$ cat src/rtl/updi_pkg.sv
// Shared UPDI definitions: frame layout, line idle level, transmitter states
// and the frame-to-wire bit reordering used by the serializer.
package updi_pkg;

    localparam int UPDI_FRAME_W = 12;
    localparam int START_BIT    = 11;
    localparam int DATA_MSB     = 10;
    localparam int DATA_LSB     = 3;
    localparam int PARITY_BIT   = 2;
    localparam int STOP_MSB     = 1;
    localparam int STOP_LSB     = 0;

    localparam logic UPDI_IDLE = 1'b1;

    typedef enum logic [1:0] {
        IDLE  = 2'd0,
        SHIFT = 2'd1,
        GUARD = 2'd2
    } updi_tx_state_e;

    // Bit k of the result is the k-th bit to appear on the wire.
    function automatic logic [UPDI_FRAME_W-1:0] updi_wire_order(
        input logic [UPDI_FRAME_W-1:0] frame
    );
        logic [UPDI_FRAME_W-1:0] w;
        w    = '0;
        w[0] = frame[START_BIT];
        for (int i = 0; i <= DATA_MSB - DATA_LSB; i++) begin
            w[1 + i] = frame[DATA_LSB + i];
        end
        w[9]  = frame[PARITY_BIT];
        w[10] = frame[STOP_MSB];
        w[11] = frame[STOP_LSB];
        return w;
    endfunction

endpackage

$ cat src/rtl/updi_baud_gen.sv
// Bit-period timer: pulses bit_tick on the last clock of every CLK_DIV-cycle
// bit period while enabled; clear re-phases the period to the current cycle.
module updi_baud_gen #(
    parameter int CLK_DIV = 16
) (
    input  logic i_clk,
    input  logic i_rstn,
    input  logic i_clear,
    input  logic i_enable,
    output logic o_bit_tick
);

    localparam int               CNT_W   = $clog2(CLK_DIV);
    localparam logic [CNT_W-1:0] CNT_MAX = CNT_W'(CLK_DIV - 1);

    logic [CNT_W-1:0] r_baud_cnt;
    logic             w_at_max;

    assign w_at_max   = (r_baud_cnt == CNT_MAX);
    assign o_bit_tick = i_enable & w_at_max;

    // Period counter, wraps at CLK_DIV-1 and holds while disabled
    always_ff @(posedge i_clk) begin
        if (!i_rstn) begin
            r_baud_cnt <= '0;
        end else if (i_clear) begin
            r_baud_cnt <= '0;
        end else if (i_enable) begin
            r_baud_cnt <= w_at_max ? '0 : r_baud_cnt + CNT_W'(1);
        end else begin
            r_baud_cnt <= r_baud_cnt;
        end
    end

endmodule

$ cat src/rtl/updi_tx_serializer.sv
// UPDI bit transmitter: one-frame skid buffer, LSB-first shifter, guard
// interval and line release. Line outputs are registered from the FSM state.
module updi_tx_serializer
    import updi_pkg::*;
#(
    parameter int CLK_DIV    = 16,
    parameter int GUARD_BITS = 2
) (
    input  logic                    i_clk,
    input  logic                    i_rstn,
    input  logic [UPDI_FRAME_W-1:0] i_data,
    input  logic                    i_valid,
    output logic                    o_ready,
    input  logic                    i_trans_en,
    output logic                    o_tx,
    output logic                    o_tx_oe,
    output logic                    o_busy,
    output logic                    o_done
);

    localparam logic [7:0] GUARD_LAST = 8'(GUARD_BITS - 1);

    updi_tx_state_e r_state;
    updi_tx_state_e w_state_nxt;

    logic [UPDI_FRAME_W-1:0] r_hold;
    logic                    r_hold_vld;
    logic [UPDI_FRAME_W-1:0] r_shift;
    logic [3:0]              r_bit_cnt;
    logic [7:0]              r_guard_cnt;
    logic                    r_oe;
    logic                    r_tx;
    logic                    r_tx_oe;
    logic                    r_busy;
    logic                    r_done;

    logic                    w_bit_tick;
    logic                    w_last_bit;
    logic                    w_guard_end;
    logic                    w_accept;
    logic                    w_bypass;
    logic                    w_load_hold;
    logic                    w_load;
    logic                    w_guard_entry;
    logic                    w_release;
    logic                    w_tx_nxt;
    logic                    w_busy_nxt;
    logic [UPDI_FRAME_W-1:0] w_load_frame;

    // Line ownership already dropped internally but not yet on the pins
    assign w_release = r_tx_oe & ~r_oe;

    assign o_ready      = ~r_hold_vld & (r_state != GUARD) & ~w_release;
    assign w_accept     = i_valid & o_ready;
    assign w_last_bit   = (r_state == SHIFT) & w_bit_tick & (r_bit_cnt == 4'd11);
    assign w_guard_end  = (r_state == GUARD) & w_bit_tick & (r_guard_cnt == GUARD_LAST);
    assign w_load_hold  = r_hold_vld & ((r_state == IDLE) | w_last_bit);
    // A frame offered on the final stop-bit tick goes straight to the shifter
    assign w_bypass     = w_last_bit & ~r_hold_vld & w_accept;
    assign w_load       = w_load_hold | w_bypass;
    assign w_load_frame = r_hold_vld ? r_hold : i_data;
    assign w_guard_entry = (r_state != GUARD) & (w_state_nxt == GUARD);

    updi_baud_gen #(
        .CLK_DIV (CLK_DIV)
    ) u_baud_gen (
        .i_clk      (i_clk),
        .i_rstn     (i_rstn),
        .i_clear    (w_load | w_guard_entry),
        .i_enable   (r_state != IDLE),
        .o_bit_tick (w_bit_tick)
    );

    // FSM state register
    always_ff @(posedge i_clk) begin
        if (!i_rstn) begin
            r_state <= IDLE;
        end else begin
            r_state <= w_state_nxt;
        end
    end

    // FSM next-state logic
    always_comb begin
        w_state_nxt = r_state;
        case (r_state)
            IDLE: begin
                if (r_hold_vld) begin
                    w_state_nxt = SHIFT;
                end else if (i_trans_en & r_oe) begin
                    w_state_nxt = GUARD;
                end else begin
                    w_state_nxt = IDLE;
                end
            end
            SHIFT: begin
                if (!w_last_bit) begin
                    w_state_nxt = SHIFT;
                end else if (w_load) begin
                    w_state_nxt = SHIFT;
                end else if (i_trans_en) begin
                    w_state_nxt = GUARD;
                end else begin
                    w_state_nxt = IDLE;
                end
            end
            GUARD: begin
                if (w_guard_end) begin
                    w_state_nxt = IDLE;
                end else begin
                    w_state_nxt = GUARD;
                end
            end
            default: w_state_nxt = IDLE;
        endcase
    end

    // Skid buffer, shifter, bit/guard counters and internal line ownership
    always_ff @(posedge i_clk) begin
        if (!i_rstn) begin
            r_hold      <= '0;
            r_hold_vld  <= 1'b0;
            r_shift     <= '1;
            r_bit_cnt   <= 4'd0;
            r_guard_cnt <= 8'd0;
            r_oe        <= 1'b0;
        end else begin
            if (w_load) begin
                r_shift   <= updi_wire_order(w_load_frame);
                r_bit_cnt <= 4'd0;
            end else if (w_last_bit) begin
                r_shift   <= {UPDI_IDLE, r_shift[UPDI_FRAME_W-1:1]};
                r_bit_cnt <= 4'd0;
            end else if ((r_state == SHIFT) && w_bit_tick) begin
                r_shift   <= {UPDI_IDLE, r_shift[UPDI_FRAME_W-1:1]};
                r_bit_cnt <= r_bit_cnt + 4'd1;
            end

            r_hold_vld <= (r_hold_vld & ~w_load_hold) | (w_accept & ~w_bypass);
            if (w_accept && !w_bypass) begin
                r_hold <= i_data;
            end

            if (w_guard_entry) begin
                r_guard_cnt <= 8'd0;
            end else if ((r_state == GUARD) && w_bit_tick) begin
                r_guard_cnt <= r_guard_cnt + 8'd1;
            end

            if (w_load) begin
                r_oe <= 1'b1;
            end else if (w_guard_end) begin
                r_oe <= 1'b0;
            end
        end
    end

    // FSM output decode
    always_comb begin
        w_tx_nxt   = UPDI_IDLE;
        w_busy_nxt = 1'b0;
        case (r_state)
            IDLE: begin
                w_tx_nxt   = UPDI_IDLE;
                w_busy_nxt = 1'b0;
            end
            SHIFT: begin
                w_tx_nxt   = r_shift[0];
                w_busy_nxt = 1'b1;
            end
            GUARD: begin
                w_tx_nxt   = UPDI_IDLE;
                w_busy_nxt = 1'b1;
            end
            default: begin
                w_tx_nxt   = UPDI_IDLE;
                w_busy_nxt = 1'b0;
            end
        endcase
    end

    // Output registers, all sharing the same one-cycle lag behind the state
    always_ff @(posedge i_clk) begin
        if (!i_rstn) begin
            r_tx    <= UPDI_IDLE;
            r_tx_oe <= 1'b0;
            r_busy  <= 1'b0;
            r_done  <= 1'b0;
        end else begin
            r_tx    <= w_tx_nxt;
            r_tx_oe <= r_oe;
            r_busy  <= w_busy_nxt;
            r_done  <= w_release;
        end
    end

    assign o_tx    = r_tx;
    assign o_tx_oe = r_tx_oe;
    assign o_busy  = r_busy;
    assign o_done  = r_done;

endmodule

$ cat config.mk
export PLATFORM = sky130hd
export DESIGN_NAME = updi_tx_serializer
export DESIGN_NICKNAME = d
export VERILOG_FILES = /design/src/rtl/updi_pkg.sv /design/src/rtl/updi_baud_gen.sv /design/src/rtl/updi_tx_serializer.sv
export SDC_FILE = /design/constraint.sdc
export NUM_CORES = 1
export LEC_CHECK = 0
export BUFFER_PORTS_ARGS = -buffer_cell sky130_fd_sc_hd__buf_2
export CAP_MARGIN = 20
export CORE_MARGIN = 2
export CORE_UTILIZATION = 38
export CTS_BUF_LIST = sky130_fd_sc_hd__clkbuf_8
export DETAILED_ROUTE_END_ITERATION = 12
export PLACE_DENSITY = 0.54
export SYNTH_ARGS = -nofsm -noshare
export SYNTH_HDL_FRONTEND = slang
export SYNTH_HIERARCHICAL = 1
export SYNTH_SLANG_ARGS = --single-unit
$ cat constraint.sdc
create_clock -name i_clk -period 6.5 [get_ports i_clk]
set_input_delay 0.65 -clock i_clk [delete_from_list [all_inputs] [get_ports i_clk]]
set_output_delay 0.65 -clock i_clk [all_outputs]
set_load 0.1 [all_outputs]
-- Word-level counts from Yosys, hierarchy flattened
Cells that the tools add are included.
- register bits after elaboration: 48
- bits in latches: 0
- memory bits (writable): 0
- memory bits (read-only): 0
- input port bits: 16
- output and inout port bits: 5
- word-level logic and storage cells: 76
- memories: 0
- add/sub/neg operators: 3
- multiply operators: 0
- divide/modulo/power cells: 0
- order comparisons: 0
- equality and inequality tests: 7
- shift operators: 0
- mux-type cells: 15
- bitwise logic cells: 26
- reduce and logical (&&, ||, !) cells: 13
- operators with widths (kind ; count):
    two-way mux 12 bit ; 4
    bitwise AND 1 bit ; 16
    two-way mux 2 bit ; 6
    adder 4 x 1 -> 4 bit (second input constant) ; 2
    adder 8 x 1 -> 8 bit (second input constant) ; 1
    equality test 4 bit (second input constant) ; 2
    equality test 8 x 1 -> 1 bit (second input constant) ; 1
    inverter 1 bit ; 6
    one-hot mux 2 bit (3 select lines) ; 1
    OR reduction 2 bit ; 3
    equality test 2 bit (second input constant) ; 2
    two-way mux 4 bit ; 1
    OR 1 bit ; 4
    nonzero test 2 bit ; 2
    logical AND 1 bit ; 3
    two-way mux 1 bit ; 3
    nonzero test 3 bit ; 1
    OR reduction 3 bit ; 1
    equality test 2 x 1 -> 1 bit (second input constant) ; 1
    zero test 2 bit ; 1
    inequality test 2 bit (second input constant) ; 1
    AND reduction 2 bit ; 1
    zero test 1 bit ; 1

-- Longest topological paths before layout
Gate-level depths: netlist of run 1.
- depth after elaboration: 14
- depth in mapped cells: 12
- gate-level depth less buffers: 11

-- Modules after synthesis
The synthesis of run 1 kept the hierarchy.
- modules (own cells, without submodules) (module ; instances ; cells an instance ; area each (sq um) ; sequential area each (sq um)):
    updi_tx_serializer ; 1 ; 235 ; 2132.0 ; 880.8
    updi_baud_gen ; 1 ; 23 ; 191.4 ; 80.1

-- Worst setup path after synthesis of run 1
Ideal clock, no wire load.
- path type: register -> register
- start: register r_tx_oe, in the netlist o_tx_oe
- end: register r_shift[10]
- library setup time: 0.142 ns
- arrival: 2.432 ns
- data required time: 6.358 ns
- setup slack: 3.926 ns
- stages on the path, launching flop included: 7
- buffers on the path: 1
- clock period less this slack: 2.574 ns
- cells stage by stage: dfxtp_1 -> nor2b_1 -> nor3_4 -> nand3_1 -> buf_2 -> o221ai_1 -> o211ai_2
- longest elaborated chain between the ends: 7
- elaborated cells on any way between the ends: 8
- classes of those cells: mux (1); bitwise (6); reduce/logical (1)
- ends and longest elaborated chain (what ; line ; text):
    start: declaration ; updi_tx_serializer.sv:33 ; logic r_tx_oe;
    start signal: assignment ; updi_tx_serializer.sv:191 ; r_tx_oe <= r_oe;
    bitwise AND 1 bit (*) ; updi_tx_serializer.sv:51 ; assign w_release = r_tx_oe & ~r_oe;
    inverter 1 bit (*) ; updi_tx_serializer.sv:53 ; assign o_ready = ~r_hold_vld & (r_state != GUARD) & ~w_release;
    bitwise AND 1 bit (*) ; updi_tx_serializer.sv:53 ;
    named net o_ready ; updi_tx_serializer.sv:13 ; output logic o_ready,
    bitwise AND 1 bit (*) ; updi_tx_serializer.sv:54 ; assign w_accept = i_valid & o_ready;
    bitwise AND 1 bit (*) ; updi_tx_serializer.sv:59 ; assign w_bypass = w_last_bit & ~r_hold_vld & w_accept;
    OR 1 bit (*) ; updi_tx_serializer.sv:60 ; assign w_load = w_load_hold | w_bypass;
    nonzero test 3 bit (no source line) or two-way mux 12 bit (tied branches) ; n/a ;
    end signal: assignment ; updi_tx_serializer.sv:129 ; r_shift <= updi_wire_order(w_load_frame);
    end signal: assignment ; updi_tx_serializer.sv:132 ; r_shift <= {UPDI_IDLE, r_shift[UPDI_FRAME_W-1:1]};
    end signal: assignment ; updi_tx_serializer.sv:135 ; r_shift <= {UPDI_IDLE, r_shift[UPDI_FRAME_W-1:1]};
    end: declaration ; updi_tx_serializer.sv:28 ; logic [UPDI_FRAME_W-1:0] r_shift;
The timed path passes the listed nets; every way through them passes the cells marked *.
A chain may end at the register's enable or synchronous reset.

-- Final worst setup path of run 1
- start: register r_state[0]
- end: register u_baud_gen.r_baud_cnt[1]
- longest elaborated chain between the ends: 14
- elaborated cells on any way between the ends: 26
- classes of those cells: eq/ne (4); mux (4); bitwise (15); reduce/logical (3)
- ends and longest elaborated chain (what ; line ; text):
    start: declaration ; updi_tx_serializer.sv:23 ; updi_tx_state_e r_state;
    start signal: assignment ; updi_tx_serializer.sv:79 ; r_state <= w_state_nxt;
    nonzero test 2 bit (*) ; updi_tx_serializer.sv:70 ; .i_enable (r_state != IDLE),
    bitwise AND 1 bit (*) ; updi_baud_gen.sv:20 ; assign o_bit_tick = i_enable & w_at_max;
    named net w_bit_tick ; updi_tx_serializer.sv:37 ; logic w_bit_tick;
    bitwise AND 1 bit (2 in a row) ; updi_tx_serializer.sv:55 ; assign w_last_bit = (r_state == SHIFT) & w_bit_tick & (r_bit_cnt == 4'd11);
    OR 1 bit or bitwise AND 1 bit (tied branches) ; updi_tx_serializer.sv:57, updi_tx_serializer.sv:59 ;
    bitwise AND 1 bit (on tied branches) ; updi_tx_serializer.sv:57, updi_tx_serializer.sv:59 ;
    OR 1 bit ; updi_tx_serializer.sv:60 ;
    two-way mux 2 bit ; updi_tx_serializer.sv:99 ; end else if (w_load) begin
    two-way mux 2 bit ; updi_tx_serializer.sv:97 ; if (!w_last_bit) begin
    one-hot mux 2 bit (3 select lines) ; updi_tx_serializer.sv:86 ; case (r_state)
    equality test 2 bit ; updi_tx_serializer.sv:62 ; assign w_guard_entry = (r_state != GUARD) & (w_state_nxt == GUARD);
    bitwise AND 1 bit ; updi_tx_serializer.sv:62 ;
    OR 1 bit (*) ; updi_tx_serializer.sv:69 ; .i_clear (w_load | w_guard_entry),
    OR reduction 2 bit (no source line) (*) ; n/a ;
    end signal: assignment ; updi_baud_gen.sv:29 ; r_baud_cnt <= w_at_max ? '0 : r_baud_cnt + CNT_W'(1);
    end signal: assignment ; updi_baud_gen.sv:31 ; r_baud_cnt <= r_baud_cnt;
    end: declaration ; updi_baud_gen.sv:16 ; logic [CNT_W-1:0] r_baud_cnt;
Marked as above.

==> results of run 1 <==
[through the flow]
stage	instances	hold WS, ps	worst slack, ps	power [mW]
after floorplan	258	415	3930	0.416
after global placement	340	435	4160	0.439
after detailed placement	340	442	4020	0.440
after CTS	348	463	4020	0.626
after global routing	348	489	3790	0.649
final	348	457	4020	0.618
[flip-flops by register name, summed over array words and instances, names as in the netlist]
signal / flops
o_busy: 1
o_tx_oe: 1
r_shift: 12
r_bit_cnt: 4
u_baud_gen/r_baud_cnt: 4
r_state: 2
r_oe: 1
r_hold_vld: 1
r_hold: 12
r_guard_cnt: 8
o_done: 1
o_tx: 1
[cell usage in the layout (no fill, tap or decap), drive strengths merged, types with 2 or more instances in the layout]
| cell | Yosys | layout |
|---|---|---|
| xor2 | 9 | 9 |
| dfxtp | 48 | 48 |
| clkbuf | 5 | 6 |
| nand2 | 56 | 56 |
| o211ai | 11 | 11 |
| a21boi | 13 | 13 |
| and3 | 4 | 4 |
| nor2 | 16 | 16 |
| ha | 8 | 8 |
| buf | 8 | 20 |
| nand3 | 7 | 7 |
| nor3 | 2 | 2 |
| nor2b | 12 | 12 |
| a21oi | 7 | 7 |
| xnor2 | 2 | 2 |
| o221ai | 11 | 11 |
| o21ai | 4 | 4 |
| nand4 | 4 | 4 |
| and2 | 5 | 5 |
| nand3b | 3 | 3 |
| nand2b | 4 | 4 |
| inv | 7 | 8 |
[metal layers]
metal / vias up / wire length [µm] / global-route usage [%]
met5: - / 0 / 0
met4: 0 / 74 / 5.00
met3: 7 / 174 / 2.93
met2: 26 / 2090 / 22.9
met1: 820 / 2280 / 20.8
li1: 912 / - / -
[cell type report]
class / count / area (µm²) / area share [%]
sequential: 48 / 961 / 37.8
clock inverter: 2 / 11.3 / 0.442
tap: 75 / 93.8 / 3.69
clock buffer: 6 / 82.6 / 3.24
timing repair buffer: 20 / 100 / 3.93
multi-input combinational: 190 / 1270 / 49.9
inverter: 7 / 26.3 / 1.03
[power by group through the flow]
| stage | registers (mW) | logic, mW | clock network [mW] |
|---|---|---|---|
| after floorplan | 0.337 | 0.0797 | 0 |
| after global placement | 0.332 | 0.107 | 0 |
| after detailed placement | 0.332 | 0.107 | 0 |
| after CTS | 0.325 | 0.107 | 0.193 |
| after global routing | 0.328 | 0.117 | 0.204 |
| final | 0.325 | 0.106 | 0.186 |
[final timing paths]
check,startpoint,to,slack [ps]
max,r_state[0],u_baud_gen/r_baud_cnt[1],4020
min,r_shift[0],o_tx,460
max reg2reg,r_state[0],u_baud_gen/r_baud_cnt[1],4020
min reg2reg,r_shift[0],o_tx,460
[worst max-delay path, delay by kind of cell, from the launching register on]
family | cells | cell delay (ps)
compound gates | 2 | 710
fa+ha+maj | 1 | 250
buf+inv | 2 | 240
simple gates | 6 | 810
flops | 1 | 370
[kinds of logic after synthesis]
family / Yosys count / share of synthesized area [%]
xor gates and xnor gates: 11 / 4.15
DFF: 48 / 41.4
muxes: 2 / 0.915
and+or+nand+nor: 117 / 27.1
buffers and inverters: 20 / 3.98
adders and majority gates: 8 / 4.31
AOI/OAI and AO/OA: 52 / 18.1
==> impl_metrics.toml, run 1 <==
[outcome]
outcome = "complete, no violations"

[worst_setup_path]
start_kind = "flip-flop"
crit_required_ps = 6690
slowest_stage = "o31a_1"
r2r_cells = 11
end_kind = "flip-flop"
cp_cell_sequence = "inv_1, ha_1, inv_1, nand2_2, nor2_1, nand2_2, o31a_1, o21a_4, nand2_1, nand2b_1, nor2_1"
crit_arrival_ps = 2670
max_stage_delay_ps = 460
critical_path_class = "flip-flop to flip-flop"
cp_max_fo = 14

[route]
avgRoutedWirePerCell_um = 13.3
drc = 0
first_pass_iters = 4
finalWirelength_um = 4620
avgViaCountPerCell = 5.07
ant_nets = 0
initialDrtViolationCount = 106
vias = 1765

[global_route]
grt_max_degree = 35
antenna_found_initial = 0
grt_pass1_wl_um = 7820
gr-total-overflow = 0
track_usage_pct = 14.9
grt_pass1_vias = 1619

[place]
port_buffers = 20
place_congestion = 0.879
placed_cell_area_mm2 = 0.00245
dp_hpwl_um = 3250

[power]
p_seq_share_pct = 52.7
pwr-share-clk_pct = 30.1
leakagePower_nw = 1.07
p_sw_uw = 182
power.internal_uw = 436
switching_share_pct = 29.4
power-per-cell-area_mw_per_mm2 = 243
worst_ir_drop_vdd_v = 0.000109
comb_power_share_pct = 17.2

[logic_synthesis]
synth_area_leader_cell = "dfxtp_1"
synthesis.area_mm2 = 0.00232
yosys.cell_count.top_type = "nand2_1"
ys_seq_area_share_pct = 41.4
ys_async_sr_fraction_pct = 0
ys_types = 44
yosys_register_bits = 48
synth-warning-count = 6
syn_nets = 282
synth_edf_count = 0
synth_top_area_share_pct = 41.4
yosys-top-cells-area = "dfxtp_1 (41%), nand2_1 (8.7%), ha_1 (4.3%)"
ys_top_cells_by_count = "nand2_1 (54), dfxtp_1 (48), nor2_1 (16)"
netlist_instances = 258
synthFlopType = "dfxtp_1"
avgSynthCellArea_um2 = 9.01

[min_path]
hold_class = "flip-flop to flip-flop"
hold_depth = 1

[clock_network]
cts_max_level = 2
cts_resized = 0
cts_sinks = 48
clkTransAtPathRegs_ps = 90
cts_tree = "done"
cts_setup_buffers = 0
clockRootBuffer = "clkbuf_8"
cts_made_buffers = 5
worstSkewPairLatency_ps = 300
cts_buffer_depth = 2
cts_hold_buf = 0

[timing]
fmax_mhz = 403
finalCritPeriodShare_pct = 38.1
slew_headroom_pct = 37.6
worst_slew_pin_slew_ps = 936
fin_setup_tns_ps = 0
post-route-min-period_ps = 2480
rsz0062_at_grt = "no"
hold_viol_final = 0
slew_violations = 0
finalClockSkew_ps = 9.57
report.final.setup_viol = 0

[cells_and_area]
drive_above_1_share_pct = 17.6
diodes = 0
fillCellCount = 590
nets = 296
fin_util_pct = 43.0
area_delta_synth_final_pct = 9.53
design_area_mm2 = 0.00254

[die]
core_area_mm2 = 0.00592
ioPinCount = 21
row_count = 28
dieArea_mm2 = 0.00676
fp.dieH_um = 82.2
die_x_um = 82.2
start_util_pct = 39.2

[run]
maxCapViolations = 0
No activity file was read; power rests on OpenSTA's default activity.
==> run 2: changes to the inputs <==
- ABC_AREA: default -> 1
- PLACE_DENSITY: 0.54 -> 0.56
- clock period: 6.5 -> 2.2 ns (I/O delays scaled with it)
==> run 2 against run 1 <==
Clock power rose to 3.5 times the previous value. Cell count increased by 20%. Worst setup slack worse by 3800 ps. Global-route usage barely moved. Die area shrank 2.7%. Cell area rose by 3.6%. Power increased to 3.1 times the previous value. Wire length decreased by 2.0%. Combinational power grew to 2.7 times the previous value. Synthesized area shrank 2.9%. Clock-buffer cell count decreased by 1. Hold slack worse by 300 ps. Critical path type unchanged.
==> impl_metrics.toml, run 2 <==
[outcome]
outcome = "complete, no violations"

[route]
ant_nets = 0
finalWirelength_um = 4530
met1_length_um = 2400
wl_met3_um = 131
initialDrtViolationCount = 118
met2_length_um = 1960
vias = 1942
routed.top_layer = "met4"
avgRoutedWirePerCell_um = 10.9
avgViaCountPerCell = 4.66
first_pass_iters = 4
drc = 0

[die]
ioPinCount = 21
dieArea_mm2 = 0.00657
start_util_pct = 38.8
row_count = 28
die_x_um = 81.1
core_area_mm2 = 0.00582
fp.dieH_um = 81.1

[clock_network]
cts_max_level = 2
clkTransAtPathRegs_ps = 90
cts_made_buffers = 5
cts_sinks = 48
cts_tree = "done"
clockRootBuffer = "clkbuf_8"
worstSkewPairLatency_ps = 300
cts_buffer_depth = 2

[logic_synthesis]
synth-warning-count = 6
ys_async_sr_fraction_pct = 0
yosys-top-cells-area = "dfxtp_1 (43%), nand2_1 (12%), o21ai_0 (6.7%)"
avgSynthCellArea_um2 = 7.17
synthFlopType = "dfxtp_1"
ys_types = 26
synth_edf_count = 0
yosys.cell_count.top_type = "nand2_1"
synthesis.area_mm2 = 0.00226
ys_top_cells_by_count = "nand2_1 (75), dfxtp_1 (48), nor2_1 (34)"
yosys_register_bits = 48
netlist_instances = 315
synth_area_leader_cell = "dfxtp_1"
syn_nets = 339
ys_seq_area_share_pct = 42.6
synth_top_area_share_pct = 42.6

[power]
power-per-cell-area_mw_per_mm2 = 717
leakagePower_nw = 1.21
worst_ir_drop_vdd_v = 0.000335
power.total_mw = 1.89

[global_route]
grt_max_degree = 24
grt_pass1_vias = 1682
antenna_found_initial = 0
gr-total-overflow = 0
track_usage_pct = 14.9
grt_pass1_wl_um = 7620

[place]
dp_hpwl_um = 3140
port_buffers = 20
place_congestion = 0.756

[timing]
finalClockSkew_ps = 3.67
post-route-min-period_ps = 1980
slew_violations = 0
slew_headroom_pct = 67.7
worst_slew_pin_slew_ps = 487
fin_setup_tns_ps = 0
report.final.setup_viol = 0
rsz0062_at_grt = "no"
hold_viol_final = 0
fmax_mhz = 506
finalCritPeriodShare_pct = 89.9

[worst_setup_path]
critPathTopFamily = "simple AND/OR/NAND/NOR gates"
cp_cell_sequence = "ha_1, nand3_2, nor2_4, nand3_4, nor2_4, nand3_1, nand2_1, nand2_1, nor2_1, nand2_1, nand2_2, nor2_4, o21ai_0, nor2_1"
r2r_cells = 14
critical_path_class = "flip-flop to flip-flop"
max_stage_delay_ps = 360
r2r-start = "u_baud_gen/r_baud_cnt[1]"
start_kind = "flip-flop"
end_kind = "flip-flop"
rrSetupSlack_ps = 220
critPathBufInv = 0
crit_arrival_ps = 2180
cp_max_fo = 4
crit_required_ps = 2400
r2r_end = "u_baud_gen/r_baud_cnt[3]"
slowest_stage = "dfxtp_1"

[cells_and_area]
layout_commonest_cell = "nand2_1"
final_cell_mix = "nand2_1 (74), dfxtp_1 (45), nor2_1 (32)"
fin_util_pct = 45.3
drive_above_1_share_pct = 18.7
diodes = 0
top_regs = "r_hold x12, r_shift x12, r_guard_cnt x8"
nets = 365
area_delta_synth_final_pct = 16.8
fillCellCount = 622

[min_path]
min_from = "i_data[2]"
hold_depth = 3
hold_end = "r_hold[2]"
hold_class = "input pin to flip-flop"

[run]
maxCapViolations = 0
==> run 2: cell count changes after synthesis, moves of 12 or more <==
| cell | change |
|---|---|
| o21ai_0 | +26 |
| inv_1 | +25 |
| nand2_1 | +21 |
| nor2_1 | +18 |
| a21boi_0 | -12 |
==> run 2: worst max path at each step <==
stage | startpoint | end | slack (ps) | cells after the start
5_1_grt | u_baud_gen/r_baud_cnt[1] | u_baud_gen/r_baud_cnt[3] | 8 | 14
3_5_place_dp | r_state[0] | u_baud_gen/r_baud_cnt[2] | 20 | 15
2_1_floorplan | o_tx_oe | u_baud_gen/r_baud_cnt[2] | 70 | 9
6_report | u_baud_gen/r_baud_cnt[1] | u_baud_gen/r_baud_cnt[3] | 220 | 14
4_1_cts | r_state[0] | u_baud_gen/r_baud_cnt[2] | 70 | 15
3_3_place_gp | r_state[0] | r_shift[9] | 140 | 13
==> run 2: logic make-up (layout without fill, tap and decap cells) <==
kind of cell | after synthesis | in the layout | share of synthesized area, %
compound gates | 57 | 57 | 13.0
flops | 48 | 48 | 42.6
simple gates | 147 | 147 | 28.7
buf+inv | 47 | 74 | 8.20
xor+xnor | 8 | 8 | 3.10
fa+ha+maj | 8 | 8 | 4.43
==> run 2: area by class of cell <==
class / count / area (µm²) / area share [%]
inverter: 35 / 131 / 4.98
clock inverter: 3 / 42.5 / 1.61
tap: 75 / 93.8 / 3.56
timing repair buffer: 31 / 183 / 6.93
multi-input combinational: 220 / 1150 / 43.7
sequential: 48 / 965 / 36.6
clock buffer: 5 / 68.8 / 2.61
==> run 2: report_power, final <==
| group | switching (mW) | leakage (nW) | internal [mW] |
|---|---|---|---|
| sequential | 0.0303 | 0.394 | 0.927 |
| combinational | 0.193 | 0.760 | 0.0987 |
| clock | 0.306 | 0.0541 | 0.337 |
| total | 0.529 | 1.21 | 1.36 |
==> run 2: repair_timing <==
| item | 4_1_cts | 5_1_grt |
|---|---|---|
| gates cloned | 0 | 0 |
| setup endpoints to repair | 1 | 23 |
| gates resized for setup | 1 | 11 |
| hold buffers | 0 | 0 |
| pin swaps | 0 | 5 |
| buffers inserted | 0 | 2 |
==> run 2: metal layers <==
metal	up-vias	global-route usage, %
li1	1053	-
met1	859	21.0
met2	24	22.5
met3	6	2.67
met4	0	6.10
met5	-	0
==> run 2: worst reg2reg max path: cells and delay by family (launching register included) <==
kind            cells  cell delay (ps)
simple gates       12             1230
flops               1              360
fa+ha+maj           1              190
compound gates      1               80
==> run 2: metrics by stage <==
step | setup slack [ps] | hold slack [ps] | instances | instance area [µm²]
after global routing | 7.54 | 158 | 417 | 2640
after floorplan | 72.8 | 331 | 315 | 2270
final | 222 | 156 | 417 | 2640
after CTS | 70.6 | 145 | 415 | 2590
after detailed placement | 20.3 | 430 | 407 | 2480
after global placement | 137 | 430 | 407 | 2480
